--- config.mk ---
export PLATFORM = sky130hd
export DESIGN_NAME = mem_bus_arbiter_flat
export DESIGN_NICKNAME = d
export VERILOG_FILES = /design/src/rtl/mem_bus_arbiter_pkg.sv /design/src/rtl/mem_bus_arbiter_if.sv /design/src/rtl/mem_arb_tag_table.sv /design/src/rtl/mem_bus_arbiter.sv /design/src/flat_wrapper.sv
export SDC_FILE = /design/constraint.sdc
export NUM_CORES = 1
export LEC_CHECK = 0
export ABC_AREA = 1
export CAP_MARGIN = 20
export CORE_AREA = 2 2 145 147
export DETAILED_ROUTE_END_ITERATION = 10
export DIE_AREA = 0 0 147 149
export RECOVER_POWER = 100
export SYNTH_ARGS = -nofsm -noshare
export SYNTH_HDL_FRONTEND = slang
export SYNTH_SLANG_ARGS = --single-unit
--- constraint.sdc ---
create_clock -name clock -period 5.9 [get_ports clock]
set_clock_uncertainty 0.2 [all_clocks]
set_input_delay 1.475 -clock clock [delete_from_list [all_inputs] [get_ports clock]]
set_output_delay 1.475 -clock clock [all_outputs]
set_load 0.02 [all_outputs]
--- src/rtl/mem_bus_arbiter_pkg.sv ---
// Shared types for the I/D-cache memory bus arbiter: bus commands, owners,
// FSM states, memory tags and the debug snapshot struct.
package mem_bus_arbiter_pkg;

  localparam int XLEN = 32;

  typedef enum logic [1:0] {
    BUS_NONE  = 2'd0,
    BUS_LOAD  = 2'd1,
    BUS_STORE = 2'd2
  } BUS_COMMAND;

  typedef enum logic {
    IC = 1'b0,
    DC = 1'b1
  } ARB_OWNER;

  typedef enum logic {
    IDLE = 1'b0,
    HOLD = 1'b1
  } ARB_STATE;

  typedef logic [3:0] MEM_TAG;

  typedef struct packed {
    ARB_STATE state;
    MEM_TAG   outstanding;
  } arb_dbg_t;

endpackage

--- src/rtl/mem_bus_arbiter_if.sv ---
// Cache-side and memory-side signals of the arbiter. The master modport is the
// arbiter itself; the slave modport is the caches plus the memory model.
interface mem_bus_arbiter_if;
  import mem_bus_arbiter_pkg::*;

  // Handshake: a requester raises X_req with stable address/data and holds them
  // until the cycle X_ack is high; X_ack is high exactly when X is granted and
  // memory answers with a nonzero tag on mem2proc_response in that same cycle.
  logic              ic_req;
  logic [XLEN-1:0]   ic_addr;
  logic              dc_req;
  BUS_COMMAND        dc_cmd;
  logic [XLEN-1:0]   dc_addr;
  logic [63:0]       dc_data;
  logic              ic_ack;
  logic              dc_ack;
  logic              ic_rdata_valid;
  logic              dc_rdata_valid;
  logic [63:0]       rdata;
  BUS_COMMAND        proc2mem_command;
  logic [XLEN-1:0]   proc2mem_addr;
  logic [63:0]       proc2mem_data;
  MEM_TAG            mem2proc_response;
  logic [63:0]       mem2proc_data;
  MEM_TAG            mem2proc_tag;
  logic              tag_err;

  modport master (
    input  ic_req, ic_addr, dc_req, dc_cmd, dc_addr, dc_data,
    input  mem2proc_response, mem2proc_data, mem2proc_tag,
    output ic_ack, dc_ack, ic_rdata_valid, dc_rdata_valid, rdata,
    output proc2mem_command, proc2mem_addr, proc2mem_data, tag_err
  );

  modport slave (
    output ic_req, ic_addr, dc_req, dc_cmd, dc_addr, dc_data,
    output mem2proc_response, mem2proc_data, mem2proc_tag,
    input  ic_ack, dc_ack, ic_rdata_valid, dc_rdata_valid, rdata,
    input  proc2mem_command, proc2mem_addr, proc2mem_data, tag_err
  );

endinterface

--- src/rtl/mem_arb_tag_table.sv ---
// Tag -> owner table for outstanding loads, with the outstanding-load counter.
// Returns read the pre-update owner, so a same-cycle reallocation wins the state.
module mem_arb_tag_table
  import mem_bus_arbiter_pkg::*;
#(
  parameter int N_TAGS = 16
) (
  input  logic     clock,
  input  logic     reset,
  input  logic     alloc_en,
  input  MEM_TAG   alloc_tag,
  input  ARB_OWNER alloc_owner,
  input  MEM_TAG   ret_tag,
  output logic     ret_hit,
  output ARB_OWNER ret_owner,
  output logic     full,
  output MEM_TAG   count
);

  logic [N_TAGS-1:0] valid_q;
  ARB_OWNER          owner_q [N_TAGS];
  MEM_TAG            count_q;

  assign ret_hit   = (ret_tag != MEM_TAG'(0)) && valid_q[ret_tag];
  assign ret_owner = owner_q[ret_tag];
  assign full      = (count_q == MEM_TAG'(N_TAGS - 1));
  assign count     = count_q;

  always_ff @(posedge clock or negedge reset) begin
    if (!reset) begin
      valid_q <= '0;
      count_q <= '0;
      for (int i = 0; i < N_TAGS; i++) owner_q[i] <= DC;
    end else begin
      if (ret_hit) valid_q[ret_tag] <= 1'b0;
      // Allocation is written last so it overrides a same-tag return.
      if (alloc_en) begin
        valid_q[alloc_tag] <= 1'b1;
        owner_q[alloc_tag] <= alloc_owner;
      end
      case ({alloc_en, ret_hit})
        2'b10:   count_q <= count_q + MEM_TAG'(1);
        2'b01:   count_q <= count_q - MEM_TAG'(1);
        default: count_q <= count_q;
      endcase
    end
  end

endmodule

--- src/rtl/mem_bus_arbiter.sv ---
// Arbitrates I-cache and D-cache requests onto one memory bus and routes tagged
// load returns back to their owner. Define MEM_ARB_ROUND_ROBIN_EN for round-robin
// conflict resolution; otherwise the D-cache has fixed priority.
module mem_bus_arbiter
  import mem_bus_arbiter_pkg::*;
#(
  parameter int N_TAGS = 16
) (
  input  logic               clock,
  input  logic               reset,
  mem_bus_arbiter_if.master  bus,
  output arb_dbg_t           dbg
);

  ARB_STATE   state_q;
  ARB_OWNER   lock_q;
  logic       tag_err_q;
  logic       grant_vld;
  ARB_OWNER   grant_own;
  BUS_COMMAND grant_cmd;
  logic       resp_nz, accept, alloc_en;
  logic       full, ret_hit;
  ARB_OWNER   ret_owner;
  MEM_TAG     count;
  logic       ic_elig, dc_elig;

`ifdef MEM_ARB_ROUND_ROBIN_EN
  ARB_OWNER   rr_ptr_q;
`endif

  // Only loads consume a tag, so a full table still lets stores through.
  assign ic_elig   = bus.ic_req && !full;
  assign dc_elig   = bus.dc_req && !(bus.dc_cmd == BUS_LOAD && full);
  assign resp_nz   = (bus.mem2proc_response != MEM_TAG'(0));
  assign grant_cmd = (grant_own == IC) ? BUS_LOAD : bus.dc_cmd;
  assign accept    = grant_vld && resp_nz;
  assign alloc_en  = accept && (grant_cmd == BUS_LOAD);

  always_comb begin
    grant_vld = 1'b0;
    grant_own = DC;
    if (reset) begin
      if (state_q == HOLD) begin
        grant_own = lock_q;
        grant_vld = (lock_q == IC) ? bus.ic_req : bus.dc_req;
      end else if (ic_elig && dc_elig) begin
        grant_vld = 1'b1;
`ifdef MEM_ARB_ROUND_ROBIN_EN
        grant_own = rr_ptr_q;
`else
        grant_own = DC;
`endif
      end else if (dc_elig) begin
        grant_vld = 1'b1;
        grant_own = DC;
      end else if (ic_elig) begin
        grant_vld = 1'b1;
        grant_own = IC;
      end
    end
  end

  always_comb begin
    bus.proc2mem_command = BUS_NONE;
    bus.proc2mem_addr    = '0;
    bus.proc2mem_data    = '0;
    if (grant_vld) begin
      bus.proc2mem_command = grant_cmd;
      if (grant_own == IC) begin
        bus.proc2mem_addr = bus.ic_addr;
      end else begin
        bus.proc2mem_addr = bus.dc_addr;
        bus.proc2mem_data = bus.dc_data;
      end
    end
  end

  assign bus.ic_ack         = accept && (grant_own == IC);
  assign bus.dc_ack         = accept && (grant_own == DC);
  assign bus.ic_rdata_valid = ret_hit && (ret_owner == IC);
  assign bus.dc_rdata_valid = ret_hit && (ret_owner == DC);
  assign bus.rdata          = ret_hit ? bus.mem2proc_data : 64'd0;
  assign bus.tag_err        = tag_err_q;
  assign dbg                = '{state: state_q, outstanding: count};

  mem_arb_tag_table #(.N_TAGS(N_TAGS)) u_tag_table (
    .clock       (clock),
    .reset       (reset),
    .alloc_en    (alloc_en),
    .alloc_tag   (bus.mem2proc_response),
    .alloc_owner (grant_own),
    .ret_tag     (bus.mem2proc_tag),
    .ret_hit     (ret_hit),
    .ret_owner   (ret_owner),
    .full        (full),
    .count       (count)
  );

  always_ff @(posedge clock or negedge reset) begin
    if (!reset) begin
      state_q   <= IDLE;
      lock_q    <= DC;
      tag_err_q <= 1'b0;
`ifdef MEM_ARB_ROUND_ROBIN_EN
      rr_ptr_q  <= DC;
`endif
    end else begin
      if (bus.mem2proc_tag != MEM_TAG'(0) && !ret_hit) tag_err_q <= 1'b1;
      case (state_q)
        IDLE: if (grant_vld && !resp_nz) begin
          state_q <= HOLD;
          lock_q  <= grant_own;
        end
        // Leave on the locked requester's ack, or as soon as it withdraws.
        HOLD: if (!grant_vld || resp_nz) state_q <= IDLE;
        default: state_q <= IDLE;
      endcase
`ifdef MEM_ARB_ROUND_ROBIN_EN
      if (accept) rr_ptr_q <= (grant_own == DC) ? IC : DC;
`endif
    end
  end

endmodule

--- src/flat_wrapper.sv ---
// flat-port wrapper written by rule: the top's interface ports become plain ports
module mem_bus_arbiter_flat import mem_bus_arbiter_pkg::*;
#(
  parameter int N_TAGS = 16
)
  (clock, reset, dbg, bus_ic_req, bus_ic_addr, bus_dc_req, bus_dc_cmd, bus_dc_addr, bus_dc_data, bus_mem2proc_response, bus_mem2proc_data, bus_mem2proc_tag, bus_ic_ack, bus_dc_ack, bus_ic_rdata_valid, bus_dc_rdata_valid, bus_rdata, bus_proc2mem_command, bus_proc2mem_addr, bus_proc2mem_data, bus_tag_err);
  mem_bus_arbiter_if bus_i ();
  input  logic clock;
  input  logic reset;
  output arb_dbg_t dbg;
  input wire logic [$bits(bus_i.ic_req)-1:0] bus_ic_req;
  input wire logic [$bits(bus_i.ic_addr)-1:0] bus_ic_addr;
  input wire logic [$bits(bus_i.dc_req)-1:0] bus_dc_req;
  input wire logic [$bits(bus_i.dc_cmd)-1:0] bus_dc_cmd;
  input wire logic [$bits(bus_i.dc_addr)-1:0] bus_dc_addr;
  input wire logic [$bits(bus_i.dc_data)-1:0] bus_dc_data;
  input wire logic [$bits(bus_i.mem2proc_response)-1:0] bus_mem2proc_response;
  input wire logic [$bits(bus_i.mem2proc_data)-1:0] bus_mem2proc_data;
  input wire logic [$bits(bus_i.mem2proc_tag)-1:0] bus_mem2proc_tag;
  output wire logic [$bits(bus_i.ic_ack)-1:0] bus_ic_ack;
  output wire logic [$bits(bus_i.dc_ack)-1:0] bus_dc_ack;
  output wire logic [$bits(bus_i.ic_rdata_valid)-1:0] bus_ic_rdata_valid;
  output wire logic [$bits(bus_i.dc_rdata_valid)-1:0] bus_dc_rdata_valid;
  output wire logic [$bits(bus_i.rdata)-1:0] bus_rdata;
  output wire logic [$bits(bus_i.proc2mem_command)-1:0] bus_proc2mem_command;
  output wire logic [$bits(bus_i.proc2mem_addr)-1:0] bus_proc2mem_addr;
  output wire logic [$bits(bus_i.proc2mem_data)-1:0] bus_proc2mem_data;
  output wire logic [$bits(bus_i.tag_err)-1:0] bus_tag_err;
  assign bus_i.ic_req = bus_ic_req;
  assign bus_i.ic_addr = bus_ic_addr;
  assign bus_i.dc_req = bus_dc_req;
  assign bus_i.dc_cmd = bus_dc_cmd;
  assign bus_i.dc_addr = bus_dc_addr;
  assign bus_i.dc_data = bus_dc_data;
  assign bus_i.mem2proc_response = bus_mem2proc_response;
  assign bus_i.mem2proc_data = bus_mem2proc_data;
  assign bus_i.mem2proc_tag = bus_mem2proc_tag;
  assign bus_ic_ack = bus_i.ic_ack;
  assign bus_dc_ack = bus_i.dc_ack;
  assign bus_ic_rdata_valid = bus_i.ic_rdata_valid;
  assign bus_dc_rdata_valid = bus_i.dc_rdata_valid;
  assign bus_rdata = bus_i.rdata;
  assign bus_proc2mem_command = bus_i.proc2mem_command;
  assign bus_proc2mem_addr = bus_i.proc2mem_addr;
  assign bus_proc2mem_data = bus_i.proc2mem_data;
  assign bus_tag_err = bus_i.tag_err;
  mem_bus_arbiter #(.N_TAGS(N_TAGS)) u_core (.clock(clock), .reset(reset), .bus(bus_i), .dbg(dbg));
endmodule
==> out/qor.json <==
{
  "grtUsageTotal": 0.171,
  "num_io_pins": 378,
  "cts.reportedPaths.clkPinSlew_ps": 60,
  "min_path_type": "reg2reg",
  "fmax_ghz": 0.176,
  "max-slew-margin-rel": -0.227,
  "cap_violations": 1,
  "yosys_warnings": 0,
  "gp_congestion": 0.861,
  "final.fill_count": 2171,
  "finalWorstSetupSlack_ps": 208,
  "cts_made_buffers": 5,
  "cts-hold-fix-buffers": 0,
  "synthCells": 682,
  "critical_path.max_fanout": 36,
  "fin_nets": 1247,
  "die-area_sq_um": 21900,
  "routed_via_density": 4.14,
  "cts-htree-levels": 2,
  "routed_wire_length_per_instance_um": 14.8,
  "clkLatencyLatePin_ps": 290,
  "timing_worst_setup_path_type": "in2out",
  "crit_family": "buffers and inverters",
  "grt_first_pass_wirelength_mm": 29.4,
  "place_ws_ps": 288,
  "crit_slowest_cell": "dlygate4sd3_1",
  "post_route_cells_drive_above_1_share": 0.0443,
  "synth_area_sq_um": 3760,
  "yosysUniqueCellTypes": 31,
  "number_of_cells_on_the_worst_hold_path": 0,
  "antenna_violating_nets_post_route": 0,
  "grt_max_degree": 87,
  "final_tns_setup_ps": 0,
  "power.ir.vdd_worst_v": 0.0000959,
  "tritoncts": "built",
  "worst_case_register_to_register_setup_slack_ps": 1790,
  "path_depth": 11,
  "final_max_slew_viol_count": 35,
  "finalWirelength_mm": 19.5,
  "cts.repair_timing.setup_buffer_count": 0,
  "timing_worst_slew_pin_value_ps": 1840,
  "drt_iter0_drc": 210,
  "cp.buffers_inverters": 5,
  "violated_checks": "max-capacitance violations, max-slew violations",
  "clock-sinks": 39,
  "core_ar_sq_um": 20600,
  "finalCritPeriodShare": 0.965,
  "grt_overflow_total": 0,
  "final_common_cell": "nand2_1",
  "synth_fp_nets": 891,
  "crit_path_cell_trace": "dlygate4sd3_1 -> inv_1 -> nand2_1 -> nor2_1 -> nand2_1 -> nand3_1 -> inv_1 -> nand2_4 -> buf_4 -> nor2_1 -> dlygate4sd3_1",
  "required_time_reported_for_the_critical_path_endpoint_ps": 4220,
  "status": "complete, but fails checks",
  "die_h_um": 149,
  "vias": 5449,
  "cp.arrival_ps": 4020,
  "max_stage_delay_ps": 680,
  "timing.reg2reg.worst_path_depth": 14,
  "mostFrequentLayoutCells": "231 x nand2_1, 214 x clkdlybuf4s50_1, 165 x nor2_1, 159 x dlygate4sd3_1, 88 x inv_1",
  "endpoint_kind": "primary output",
  "crit-reg2reg-launch": "u_core.state_q",
  "unrepaired_setup_endpoints_after_global_routing": "false",
  "seq_area_frac_synth": 0.265,
  "synth.ff_latch_count": 39,
  "post-layout-total-power_w": 0.00143,
  "setup_viols_final": 0,
  "num_rows": 53,
  "max-clock-path-buffers": 2,
  "place_hpwl_mm": 16.5,
  "detailed_place.area_sq_um": 7780,
  "drt_first_pass_iters": 4,
  "post-route-cell-area_sq_um": 7950,
  "grt_pass1_vias": 5214,
  "r2r_end": "u_core.u_tag_table.count[1]",
  "ctsRootBufferMaster": "clkbuf_16",
  "port_buffers": 377,
  "timing.final.crit_period_ps": 5690,
  "floorplan.die.width_um": 147,
  "antenna_found_initial": 1,
  "total_leakage_power_nw": 4.15,
  "power_density_nw_per_um2": 180,
  "remaining_drc_errors": 0,
  "area_growth_pct": 111,
  "hold_end": "u_core.u_tag_table.valid_q[0]",
  "floorplan.initialDensity": 0.183,
  "hold_wc_startpoint": "u_core.u_tag_table.valid_q[0]",
  "worstSetupStartpointType": "input port",
  "timing.final.hold_violations": 0,
  "synth_area_per_cell_sq_um": 5.51,
  "post_cts_resized": 0
}
## cell type report
cell class / count / area (sq um) / area share
inverter: 92 / 345 / 0.0435
multi-input combinational: 510 / 2200 / 0.277
timing repair buffer: 390 / 3870 / 0.487
tap: 275 / 344 / 0.0433
clock buffer: 6 / 129 / 0.0162
clock inverter: 2 / 60.1 / 0.00756
antenna: 1 / 2.50 / 0.000315
sequential: 39 / 997 / 0.126
## state kept, by name, indices dropped and copies added, names as in the netlist
| register | flops |
|---|---|
| u_core.u_tag_table.owner_q | 16 |
| u_core.u_tag_table.valid_q | 16 |
| u_core.u_tag_table.count | 4 |
| u_core.bus.tag_err | 1 |
| u_core.lock_q | 1 |
| u_core.state_q | 1 |
## cells in the mapped netlist, drive strengths merged
master,n,share of area
nor3,1,0.0013
a21oi,35,0.047
or2,2,0.0033
ha,3,0.010
dfstp,17,0.12
clkinv,1,0.0010
nor3b,1,0.0020
dfrtp,22,0.15
nand2,232,0.23
clkbuf,11,0.011
mux2,1,0.0030
nand3,18,0.025
nor2,167,0.17
o21a,1,0.0020
nand4,16,0.027
o21ai,14,0.020
xnor2,4,0.0093
a22oi,14,0.028
a21boi,1,0.0020
buf,30,0.050
inv,91,0.091
## layer usage
layer	GRT usage	routed length, um	vias up
li1	-	-	2772
met1	0.185	7240	2397
met2	0.330	10100	264
met3	0.0453	1750	16
met4	0.0428	384	0
met5	0	0	-
## kinds of logic after synthesis
logic type      Yosys count  synth area share
compound gates           65            0.0982
xor+xnor                  4           0.00932
fa+ha+maj                 3           0.00999
buf+inv                 133             0.153
flops                    39             0.265
mux                       1           0.00300
simple gates            437             0.461
## power breakdown
| part | internal, W | leakage (nW) | switching [W] | total (W) |
|---|---|---|---|---|
| registers | 0.000337 | 0.464 | 0.0000412 | 0.000378 |
| clock network | 0.000243 | 0.0911 | 0.000111 | 0.000354 |
| logic | 0.000333 | 3.59 | 0.000362 | 0.000696 |
## worst register-to-register path: stages, from the launching register on
cell and delay (ps):
dfrtp_1 400, inv_1 100, a21boi_0 320, nand3_4 140
buf_4 260, nand2_1 430, clkinv_1 130, nor2_1 780
inv_1 210, ha_1 290, nand2_1 80, inv_1 40
nor2_1 120, ha_1 240, mux2_2 260
## worst max-delay path by stage
stage                                    from                    to  slack (ps)
after floorplan           bus_mem2proc_tag[1]         bus_rdata[11]        1550
after global placement    bus_mem2proc_tag[1]         bus_rdata[62]         330
after detailed placement  bus_mem2proc_tag[1]         bus_rdata[62]         290
after CTS                 bus_mem2proc_tag[0]         bus_rdata[62]         290
after global routing      bus_mem2proc_tag[1]         bus_rdata[63]          30
final                           bus_dc_cmd[1]  bus_proc2mem_data[7]         210
## through the flow
step | utilization | instances | hold WS (ps)
floorplan | - | 682 | 229
global placement | 0.378 | 1306 | 167
detailed placement | 0.378 | 1306 | 169
CTS | 0.388 | 1314 | 182
global route | 0.386 | 1314 | 191
finish | 0.386 | 1315 | 183
(Power assumes the default switching activity.)
